===== src/rtl/mem_port_arbiter_pkg.sv =====
// Shared types for the fetch/data memory port arbiter.
package mem_port_arbiter_pkg;

    typedef enum logic [1:0] {
        IDLE = 2'd0,
        REQ  = 2'd1,
        WAIT = 2'd2
    } state_t;

    typedef enum logic {
        OWN_I = 1'b0,
        OWN_D = 1'b1
    } owner_t;

endpackage


===== src/rtl/mem_port_arbiter.sv =====
// Arbitrates fetch and load/store requests onto one memory port, one transaction
// in flight, with fetch starvation relief and a response timeout.
module mem_port_arbiter
    import mem_port_arbiter_pkg::*;
#(
    parameter int NBITS      = 32,
    parameter int STARVE_MAX = 4,
    parameter int TIMEOUT    = 64
) (
    input  logic             clk,
    input  logic             rst,
    input  logic             i_req,
    input  logic [NBITS-1:0] i_addr,
    input  logic             d_req,
    input  logic [NBITS-1:0] d_addr,
    input  logic [NBITS-1:0] d_wdata,
    input  logic             d_we,
    output logic             i_gnt,
    output logic             d_gnt,
    output logic             i_valid,
    output logic             d_valid,
    output logic [NBITS-1:0] rdata,
    output logic             err,
    output logic             mem_req,
    output logic [NBITS-1:0] mem_addr,
    output logic [NBITS-1:0] mem_wdata,
    output logic             mem_we,
    input  logic             mem_rdy,
    input  logic             mem_valid,
    input  logic [NBITS-1:0] mem_rdata
);

    localparam int SW = $clog2(STARVE_MAX + 1);
    localparam int TW = $clog2(TIMEOUT + 1);

    state_t        state;
    owner_t        owner;
    logic [SW-1:0] starve_cnt;
    logic [TW-1:0] wait_cnt;
    logic          starved;

    // Grants are combinational so the requester sees them in the arbitration cycle.
    always_comb begin
        starved = i_req && (starve_cnt == SW'(STARVE_MAX));
        d_gnt   = (state == IDLE) && d_req && !starved;
        i_gnt   = (state == IDLE) && i_req && !d_gnt;
        mem_req = (state == REQ);
    end

    always_ff @(posedge clk) begin
        if (rst) begin
            state      <= IDLE;
            owner      <= OWN_I;
            starve_cnt <= '0;
            wait_cnt   <= '0;
            i_valid    <= 1'b0;
            d_valid    <= 1'b0;
            err        <= 1'b0;
            rdata      <= '0;
            mem_addr   <= '0;
            mem_wdata  <= '0;
            mem_we     <= 1'b0;
        end else begin
            i_valid <= 1'b0;
            d_valid <= 1'b0;
            err     <= 1'b0;
            case (state)
                IDLE: begin
                    if (i_gnt || d_gnt) begin
                        owner     <= d_gnt ? OWN_D : OWN_I;
                        mem_addr  <= d_gnt ? d_addr : i_addr;
                        mem_wdata <= d_gnt ? d_wdata : '0;
                        mem_we    <= d_gnt && d_we;
                        state     <= REQ;
                        if (i_gnt)
                            starve_cnt <= '0;
                        else if (i_req && starve_cnt != SW'(STARVE_MAX))
                            starve_cnt <= starve_cnt + SW'(1);
                    end
                end
                REQ: begin
                    if (mem_rdy) begin
                        state    <= WAIT;
                        wait_cnt <= '0;
                    end
                end
                WAIT: begin
                    if (mem_valid) begin
                        rdata   <= mem_rdata;
                        i_valid <= (owner == OWN_I);
                        d_valid <= (owner == OWN_D);
                        state   <= IDLE;
                    end else if (wait_cnt == TW'(TIMEOUT - 1)) begin
                        // Memory never answered: abandon the transaction.
                        err   <= 1'b1;
                        state <= IDLE;
                    end else begin
                        wait_cnt <= wait_cnt + TW'(1);
                    end
                end
                default: state <= IDLE;
            endcase
        end
    end

endmodule

===== config.mk =====
export PLATFORM = sky130hd
export DESIGN_NAME = mem_port_arbiter
export DESIGN_NICKNAME = d
export VERILOG_FILES = /design/src/rtl/mem_port_arbiter_pkg.sv /design/src/rtl/mem_port_arbiter.sv
export SDC_FILE = /design/constraint.sdc
export NUM_CORES = 1
export LEC_CHECK = 0
export ABC_AREA = 1
export CORE_ASPECT_RATIO = 0.8
export CORE_MARGIN = 2
export CORE_UTILIZATION = 40
export DETAILED_ROUTE_END_ITERATION = 10
export GPL_TIMING_DRIVEN = 0
export HOLD_SLACK_MARGIN = 0.08
export PLACE_DENSITY = 0.81
export SETUP_SLACK_MARGIN = 0.02
export SYNTH_ARGS = -nofsm -noshare
export SYNTH_HDL_FRONTEND = slang
export SYNTH_SLANG_ARGS = --single-unit

===== constraint.sdc =====
create_clock -name clk -period 1.62 [get_ports clk]
set_input_delay 0.324 -clock clk [delete_from_list [all_inputs] [get_ports clk]]
set_output_delay 0.324 -clock clk [all_outputs]
set_load 0.05 [all_outputs]

==> results.toml, run 1 <==
[synthesis]
syn-cell-area_um2 = 4600
synth.most_common_cell = "nand2_1"
synth_common_cells = "nand2_1 (224), dfxtp_1 (113), nor2_1 (81)"
synth_top_area_frac = 0.492
synth-main-ff-cell = "dfxtp_1"
synth_seq_area_share = 0.492
syn_nets = 782
synth-edff-count = 0
synthDistinctLibCells = 25
synth_cells = 644
async_reset_ff_frac = 0
synth_area_leaders = "dfxtp_1 (49%), nand2_1 (18%), a21oi_1 (7.8%), nor2_1 (6.6%), nand3_1 (4.5%)"
ys_ff_latch = 113
yosysTopAreaCell = "dfxtp_1"
yosys_warnings = 0
avgSynthCellArea_um2 = 7.14

[critical_path]
end_kind = "primary output"
arrival_ps = 1510
cp-start-kind = "flop"
path_class = "flop to primary output"
crit_required_ps = 1300
crit_fanout = 3

[cells_and_area]
drive_gt1_frac = 0.194
fin_nets = 1049
n_antenna_cell = 0
fillers = 909
syn2layout_area_growth_pct = 69.1
seqCellArea_um2 = 2270
multi_input_area_um2 = 2170

[clock_tree]
h-tree-depth = 4
clock_path_buffers = 2
cts_sinks = 113
clockRootBuffer = "clkbuf_16"
cts_made_buffers = 17
cts_tree = "built"
clk_latency_ps = 400
cts.clk_slew.worst_paths_ps = 50
cts_hold_buf = 0

[grt]
grt_pass1_vias = 5094
grt_first_pass_wirelength_um = 24500
grt_usage = 0.255
grt_max_degree = 17
overflow = 0
antenna_found_initial = 0

[min_path]
hp-class = "input pin to flop"

[detailed_routing]
via_per_inst = 4.83
final_antenna_net_count = 0
wire_per_inst_um = 14.4
drtIter0Drc = 265
top_layer = "met4"
first_pass_iters = 7
met3_length_um = 1210
drt_wl_total_um = 15400
post-route-drc-count = 0
detailroute.via_count = 5154
wirelength_met1_um = 6350
routed-wl-met2_um = 7340

[placed_design]
portBuffers = 236
place.detailed.hpwl_um = 11300
gp_congestion = 0.840

[floorplanning]
chipWidth_um = 124
die-area_um2 = 12400
core_area_um2 = 11000
io_pins = 238
start_util = 0.417
die_h_um = 99.9
row_count = 34

[timing]
final_max_slew_viol_count = 0
max_freq_ghz = 0.546
setup-violations-final = 2
min_period_over_period = 1.13
worst_clock_skew_ps = 5.99
period_needed_ps = 1830
fin_ws_ps = -210
finalHoldViolations = 0
rsz0062_at_grt = "true"
setup_tns_ps = -381
relSlewSlack = 0.645
worst_pin_slew_ps = 533

[run_status]
failed_checks = "setup timing"
outcome = "complete, but fails checks"

[power]
leakage_nw = 3.31
total_power_mw = 8.81
vdd_drop_max_uv = 694
powerDensity_nw_per_um2 = 1130

[run]
maxCapViolCount = 0
## registers in the layout, indices dropped and copies added, names as in the netlist
signal / flops
mem_we: 1
d_valid: 1
rdata: 32
mem_addr: 32
i_valid: 1
owner: 1
mem_wdata: 32
err: 1
starve_cnt: 3
state: 2
wait_cnt: 7
## power breakdown
group | total [mW] | switching (mW) | internal, mW
logic | 2.11 | 1.31 | 0.798
clock network | 3.64 | 1.25 | 2.39
registers | 3.07 | 0.0964 | 2.97
total | 8.81 | 2.66 | 6.16
## kinds of logic after synthesis
group,share of synthesized area
AO/OA/AOI/OAI,0.116
XOR/XNOR,0.00191
adder cells (fa/ha/maj),0.00817
buffers and inverters,0.0585
flip-flops,0.492
AND/OR/NAND/NOR,0.323
## metrics by stage
stage | hold WS, ps | cell area (um^2) | setup slack, ps | cells | util
6_report | 363 | 7770 | -210 | 1067 | 0.706
5_1_grt | 382 | 7770 | -263 | 1067 | 0.706
2_1_floorplan | 401 | 4600 | 20.7 | 644 | -
3_5_place_dp | 441 | 7140 | -1030 | 1024 | 0.648
4_1_cts | 351 | 7800 | -238 | 1061 | 0.708
3_3_place_gp | 442 | 7140 | -1040 | 1024 | 0.648
## routing by layer
layer  global-route usage  up-vias
li1                     -     2599
met1                0.296     2338
met2                0.418      181
met3               0.0955       36
met4                0.114        0
met5                    0        -
## cell type report
type,instances,share of cell area
plain buffers,42,0.0390
repair buffers,248,0.286
flip-flops and latches,113,0.292
multi-input cells,474,0.279
inverters,15,0.00724
well taps,144,0.0232
clock inverters,12,0.0183
clock buffers,19,0.0557
## final timing paths
check / start / to / slack, ps / depth (start not counted)
setup / recovery: starve_cnt[1]$_SDFFE_PP0P_ / d_gnt / -210 / 8
hold / removal: mem_valid / rdata[0]$_SDFFE_PP0N_ / 360 / 3
setup reg to reg: starve_cnt[1]$_SDFFE_PP0P_ / mem_addr[25]$_SDFFE_PP0P_ / 60 / 12
hold reg to reg: mem_wdata[3]$_SDFFE_PP0P_ / mem_wdata[3]$_SDFFE_PP0P_ / 450 / 2
## placed cells by master, fill, tap and decap left out, drive strengths merged, types with 3 or more instances in the layout
cell type,Yosys,layout
nand2,229,229
clkdlybuf4s50,0,132
dfxtp,113,113
clkbuf,20,89
nor2,83,83
a21oi,72,72
clkdlybuf4s15,0,46
nand3,42,42
buf,22,36
o21ai,33,33
inv,15,15
clkinv,0,6
dlygate4sd2,0,5
nor3,4,4
nand4,3,3
bufinv,0,3
clkinvlp,0,3
ha,3,3
## critical path, cell delays in order (launching register included)
cell     delay (ps)
dfxtp_2         320
inv_2            80
ha_4            140
nand3_4          60
nand3_4          90
inv_2            60
buf_8           120
buf_8           110
buf_8           140
## repair_timing
action | 4_1_cts | 5_1_grt
endpoints found under the setup margin | 163 | 161
pin swaps | 2 | 2
resized for setup | 215 | 144
buffers inserted | 6 | 6
endpoints found under the hold margin | 0 | 0
cloned | 0 | 0
No activity file was read; power rests on OpenSTA's default activity.
==> run 2, diff against run 1 <==
- CORE_ASPECT_RATIO: 0.8 -> 2
- TNS_END_PERCENT: default -> 20
==> results.toml, run 2 (same netlist as run 1, synthesis figures left out) <==
[critical_path]
crit_fanout = 4
arrival_ps = 1530
path_class = "flop to primary output"
cp-start-kind = "flop"
crit_required_ps = 1300
end_kind = "primary output"

[timing]
fin_ws_ps = -234
holdWs_ps = 326
relSlewSlack = 0.612
period_needed_ps = 1850
min_period_over_period = 1.14
worst_clock_skew_ps = 5.45
worst_pin_slew_ps = 582
finalHoldViolations = 0
final_max_slew_viol_count = 0
setup-violations-final = 2
rsz0062_at_grt = "true"
max_freq_ghz = 0.539

[floorplanning]
die_h_um = 156
chipWidth_um = 79.8
row_count = 55
start_util = 0.407
io_pins = 238
die-area_um2 = 12400
core_area_um2 = 11300

[min_path]
hp-class = "input pin to flop"

[placed_design]
place.detailed.hpwl_um = 11400
post-place-ws_ps = -1020
portBuffers = 236
gp_congestion = 0.853
dp_cells = 1022

[clock_tree]
clk_latency_ps = 400
clock_path_buffers = 2
cts_sinks = 113
cts_hold_buf = 0
cts_made_buffers = 17
cts.clk_slew.worst_paths_ps = 50
cts_tree = "built"
h-tree-depth = 4
clockRootBuffer = "clkbuf_16"

[detailed_routing]
met3_length_um = 804
via_per_inst = 4.75
drtIter0Drc = 204
routed-wl-met2_um = 8430
wire_per_inst_um = 14.2
final_antenna_net_count = 0
drt_wl_total_um = 15100
detailroute.via_count = 5041
post-route-drc-count = 0
first_pass_iters = 4
top_layer = "met4"
wirelength_met1_um = 5240

[cells_and_area]
finalNonFillerCells = 1062
final_cell_mix = "nand2_1 (222), clkdlybuf4s50_1 (133), dfxtp_1 (107)"
top_regs = "mem_addr: 32 flops, mem_wdata: 32 flops, rdata: 32 flops"
final_common_cell = "nand2_1"
seqCellArea_um2 = 2270
syn2layout_area_growth_pct = 67.9
multi_input_area_um2 = 2150
fillers = 967
n_antenna_cell = 0
drive_gt1_frac = 0.173
fin_nets = 1046

[power]
leakage_nw = 3.26
total_power_mw = 8.86
vdd_drop_max_uv = 894
powerDensity_nw_per_um2 = 1150

[grt]
overflow = 0
grt_usage = 0.246
grt_pass1_vias = 4904
grt_first_pass_wirelength_um = 23500
antenna_found_initial = 0
grt_max_degree = 17

[run_status]
failed_checks = "setup timing"
outcome = "complete, but fails checks"

[run]
maxCapViolCount = 0
run 2: final timing paths:
path,startpoint,endpoint,slack (ps),cells past startpoint
max,starve_cnt[1]$_SDFFE_PP0P_,d_gnt,-230,8
max reg2reg,starve_cnt[1]$_SDFFE_PP0P_,mem_addr[25]$_SDFFE_PP0P_,20,12
min,mem_valid,rdata[30]$_SDFFE_PP0N_,330,3
min reg2reg,owner$_SDFFE_PP0P_,i_valid$_SDFF_PP0_,420,1
run 2: layout make-up:
class,instances,share of cell area
Clock buffer,23,0.0645
Multi-Input combinational cell,474,0.278
Sequential cell,113,0.294
Timing Repair Buffer,245,0.285
Inverter,15,0.00762
Buffer,42,0.0347
Clock inverter,8,0.0131
Tap cell,142,0.0230
run 2: where the power goes:
group          internal [mW]  switching (mW)  total, mW  leakage, nW
clock network           2.46            1.29       3.75        0.288
registers               2.97          0.0974       3.07        0.927
logic                  0.759            1.28       2.04         2.04
total                   6.19            2.67       8.86         3.26
run 2: routing by layer:
metal  track usage  vias to the layer above
met5             0                        -
met4         0.122                        0
met3        0.0648                       39
met2         0.478                      177
met1         0.226                     2228
li1              -                     2597
run 2: worst max-delay path, cell delays in order (launching register included):
cell and delay, ps:
dfxtp_2 320, inv_2 70, ha_4 140, nand3_4 80, nand3_4 100, inv_4 40, buf_8 120, buf_8 110
buf_8 140
run 2: per-stage QoR:
stage,area (um^2),util,setup TNS (ps)
finish,7720,0.684,-455
global route,7720,0.684,-3240
CTS,7820,0.693,-520
detailed placement,7140,0.633,-29780
global placement,7140,0.633,-28240
floorplan,4600,-,0
run 2: repair_timing:
action                     in CTS  in global routing
pin swaps                       3                  1
setup endpoints to repair     165                177
setup buffers                   7                  2
resized for setup             208                119
==> run 3, diff against run 2 <==
- CORE_MARGIN: 2 -> default
- TNS_END_PERCENT: 20 -> default
==> results.toml, run 3 (same netlist as run 1, synthesis figures left out) <==
[placed_design]
place.detailed.hpwl_um = 10900
dp_cells = 1022
portBuffers = 236
gp_congestion = 0.834
post-place-ws_ps = -993

[power]
pwr-share-clk = 0.407
p_int_mw = 6.12
pwr-share-comb = 0.243
p_sw_frac = 0.303
powerDensity_nw_per_um2 = 1120
vdd_drop_max_uv = 831
leakage_nw = 3.30
p_seq_frac = 0.350
p_sw_mw = 2.66

[timing]
worst_clock_skew_ps = 6.91
max_freq_ghz = 0.536
fin_ws_ps = -244
worst_pin_slew_ps = 527
setup-violations-final = 3
final_max_slew_viol_count = 0
min_period_over_period = 1.15
finalHoldViolations = 0
rsz0062_at_grt = "true"
relSlewSlack = 0.648
period_needed_ps = 1860

[floorplanning]
io_pins = 238
chipWidth_um = 77.8
core_area_um2 = 11200
start_util = 0.410
die-area_um2 = 12000
die_h_um = 154
row_count = 55

[critical_path]
path_class = "flop to primary output"
arrival_ps = 1540
cp-start-kind = "flop"
crit_fanout = 3
crit_required_ps = 1300
end_kind = "primary output"
reg2regPathDepth = 12

[clock_tree]
cts_tree = "built"
h-tree-depth = 4
cts_hold_buf = 0
clockRootBuffer = "clkbuf_16"
cts_made_buffers = 17
cts_sinks = 113
clock_path_buffers = 2
cts.clk_slew.worst_paths_ps = 50
clk_latency_ps = 410

[detailed_routing]
via_per_inst = 4.75
post-route-drc-count = 0
drtIter0Drc = 173
drt_wl_total_um = 14900
final_antenna_net_count = 0
detailroute.via_count = 5046
first_pass_iters = 4
wire_per_inst_um = 14.0

[cells_and_area]
syn2layout_area_growth_pct = 69.9
drive_gt1_frac = 0.188
fin_nets = 1047
top_regs = "mem_addr: 32 flops, mem_wdata: 32 flops, rdata: 32 flops"
n_antenna_cell = 0
finalNonFillerCells = 1063
final_common_cell = "nand2_1"
final_cell_mix = "nand2_1 (221), clkdlybuf4s50_1 (133), dfxtp_1 (108)"

[run_status]
outcome = "complete, but fails checks"
failed_checks = "setup timing"

[grt]
grt_usage = 0.253
grt_pass1_vias = 4881
grt_first_pass_wirelength_um = 23300
overflow = 0
grt_max_degree = 17
antenna_found_initial = 0

[min_path]
hp-class = "input pin to flop"
hold_depth = 3

[run]
maxCapViolCount = 0
-- run 3: cell types whose count changed in the layout (fill, tap and decap cells not counted), sizes merged --
cell	delta
clkbuf	-6
clkinv	+4
dlygate4sd2	+3
clkinvlp	-2
buf	+1
bufbuf	+1
-- run 3: layout make-up --
cell class | count | area, um^2
clock inverters | 10 | 110
fillers | 944 | 3410
multi-input cells | 474 | 2160
plain buffers | 42 | 315
repair buffers | 246 | 2250
flip-flops and latches | 113 | 2270
inverters | 15 | 58.8
well taps | 142 | 178
clock buffers | 21 | 460
-- run 3: path summary, 6_finish.rpt --
path,from,endpoint,slack (ps)
worst min register to register,owner$_SDFFE_PP0P_,i_valid$_SDFF_PP0_,420
worst max-delay path,starve_cnt[1]$_SDFFE_PP0P_,d_gnt,-240
worst min-delay path,mem_valid,rdata[30]$_SDFFE_PP0N_,350
worst max register to register,starve_cnt[1]$_SDFFE_PP0P_,mem_addr[27]$_SDFFE_PP0P_,-30
-- run 3: timing repair --
action / in CTS / in global routing
pin swaps: 3 / 1
setup buffers: 7 / 3
gates cloned: 1 / 0
setup endpoints to repair: 170 / 135
endpoints found under the hold margin: 0 / 0
gates resized for setup: 228 / 147
-- run 3: metrics by stage --
stage	total power [mW]	hold slack, ps	setup TNS, ps	util	area, um^2
2_1_floorplan	4.31	401	0	-	4600
3_5_place_dp	5.17	420	-26820	0.636	7140
4_1_cts	8.76	331	-570	0.700	7850
6_report	8.77	347	-455	0.696	7810
3_3_place_gp	5.14	412	-26050	0.636	7140
5_1_grt	9.13	372	-1550	0.696	7810
-- run 3: layer usage --
layer / up-vias / GRT usage / part of all wire
met5: - / 0 / 0
met4: 0 / 0.146 / 0.036
met3: 37 / 0.0629 / 0.057
met2: 191 / 0.500 / 0.58
met1: 2223 / 0.221 / 0.33
li1: 2595 / - / -
-- run 3: worst max-delay path: stages, from the launching register on --
cell     delay (ps)
dfxtp_2         320
inv_2            70
ha_4            130
nand3_2          90
nand3_4         100
inv_4            40
buf_8           120
buf_8           120
buf_8           140
-- run 3: power by group through the flow --
stage               clock network (mW)  logic (mW)  registers (mW)
finish                            3.57        2.13            3.07
global route                      3.75        2.29            3.09
CTS                               3.62        2.07            3.06
detailed placement                   0        2.05            3.12
global placement                     0        2.03            3.11
floorplan                            0       0.614            3.69
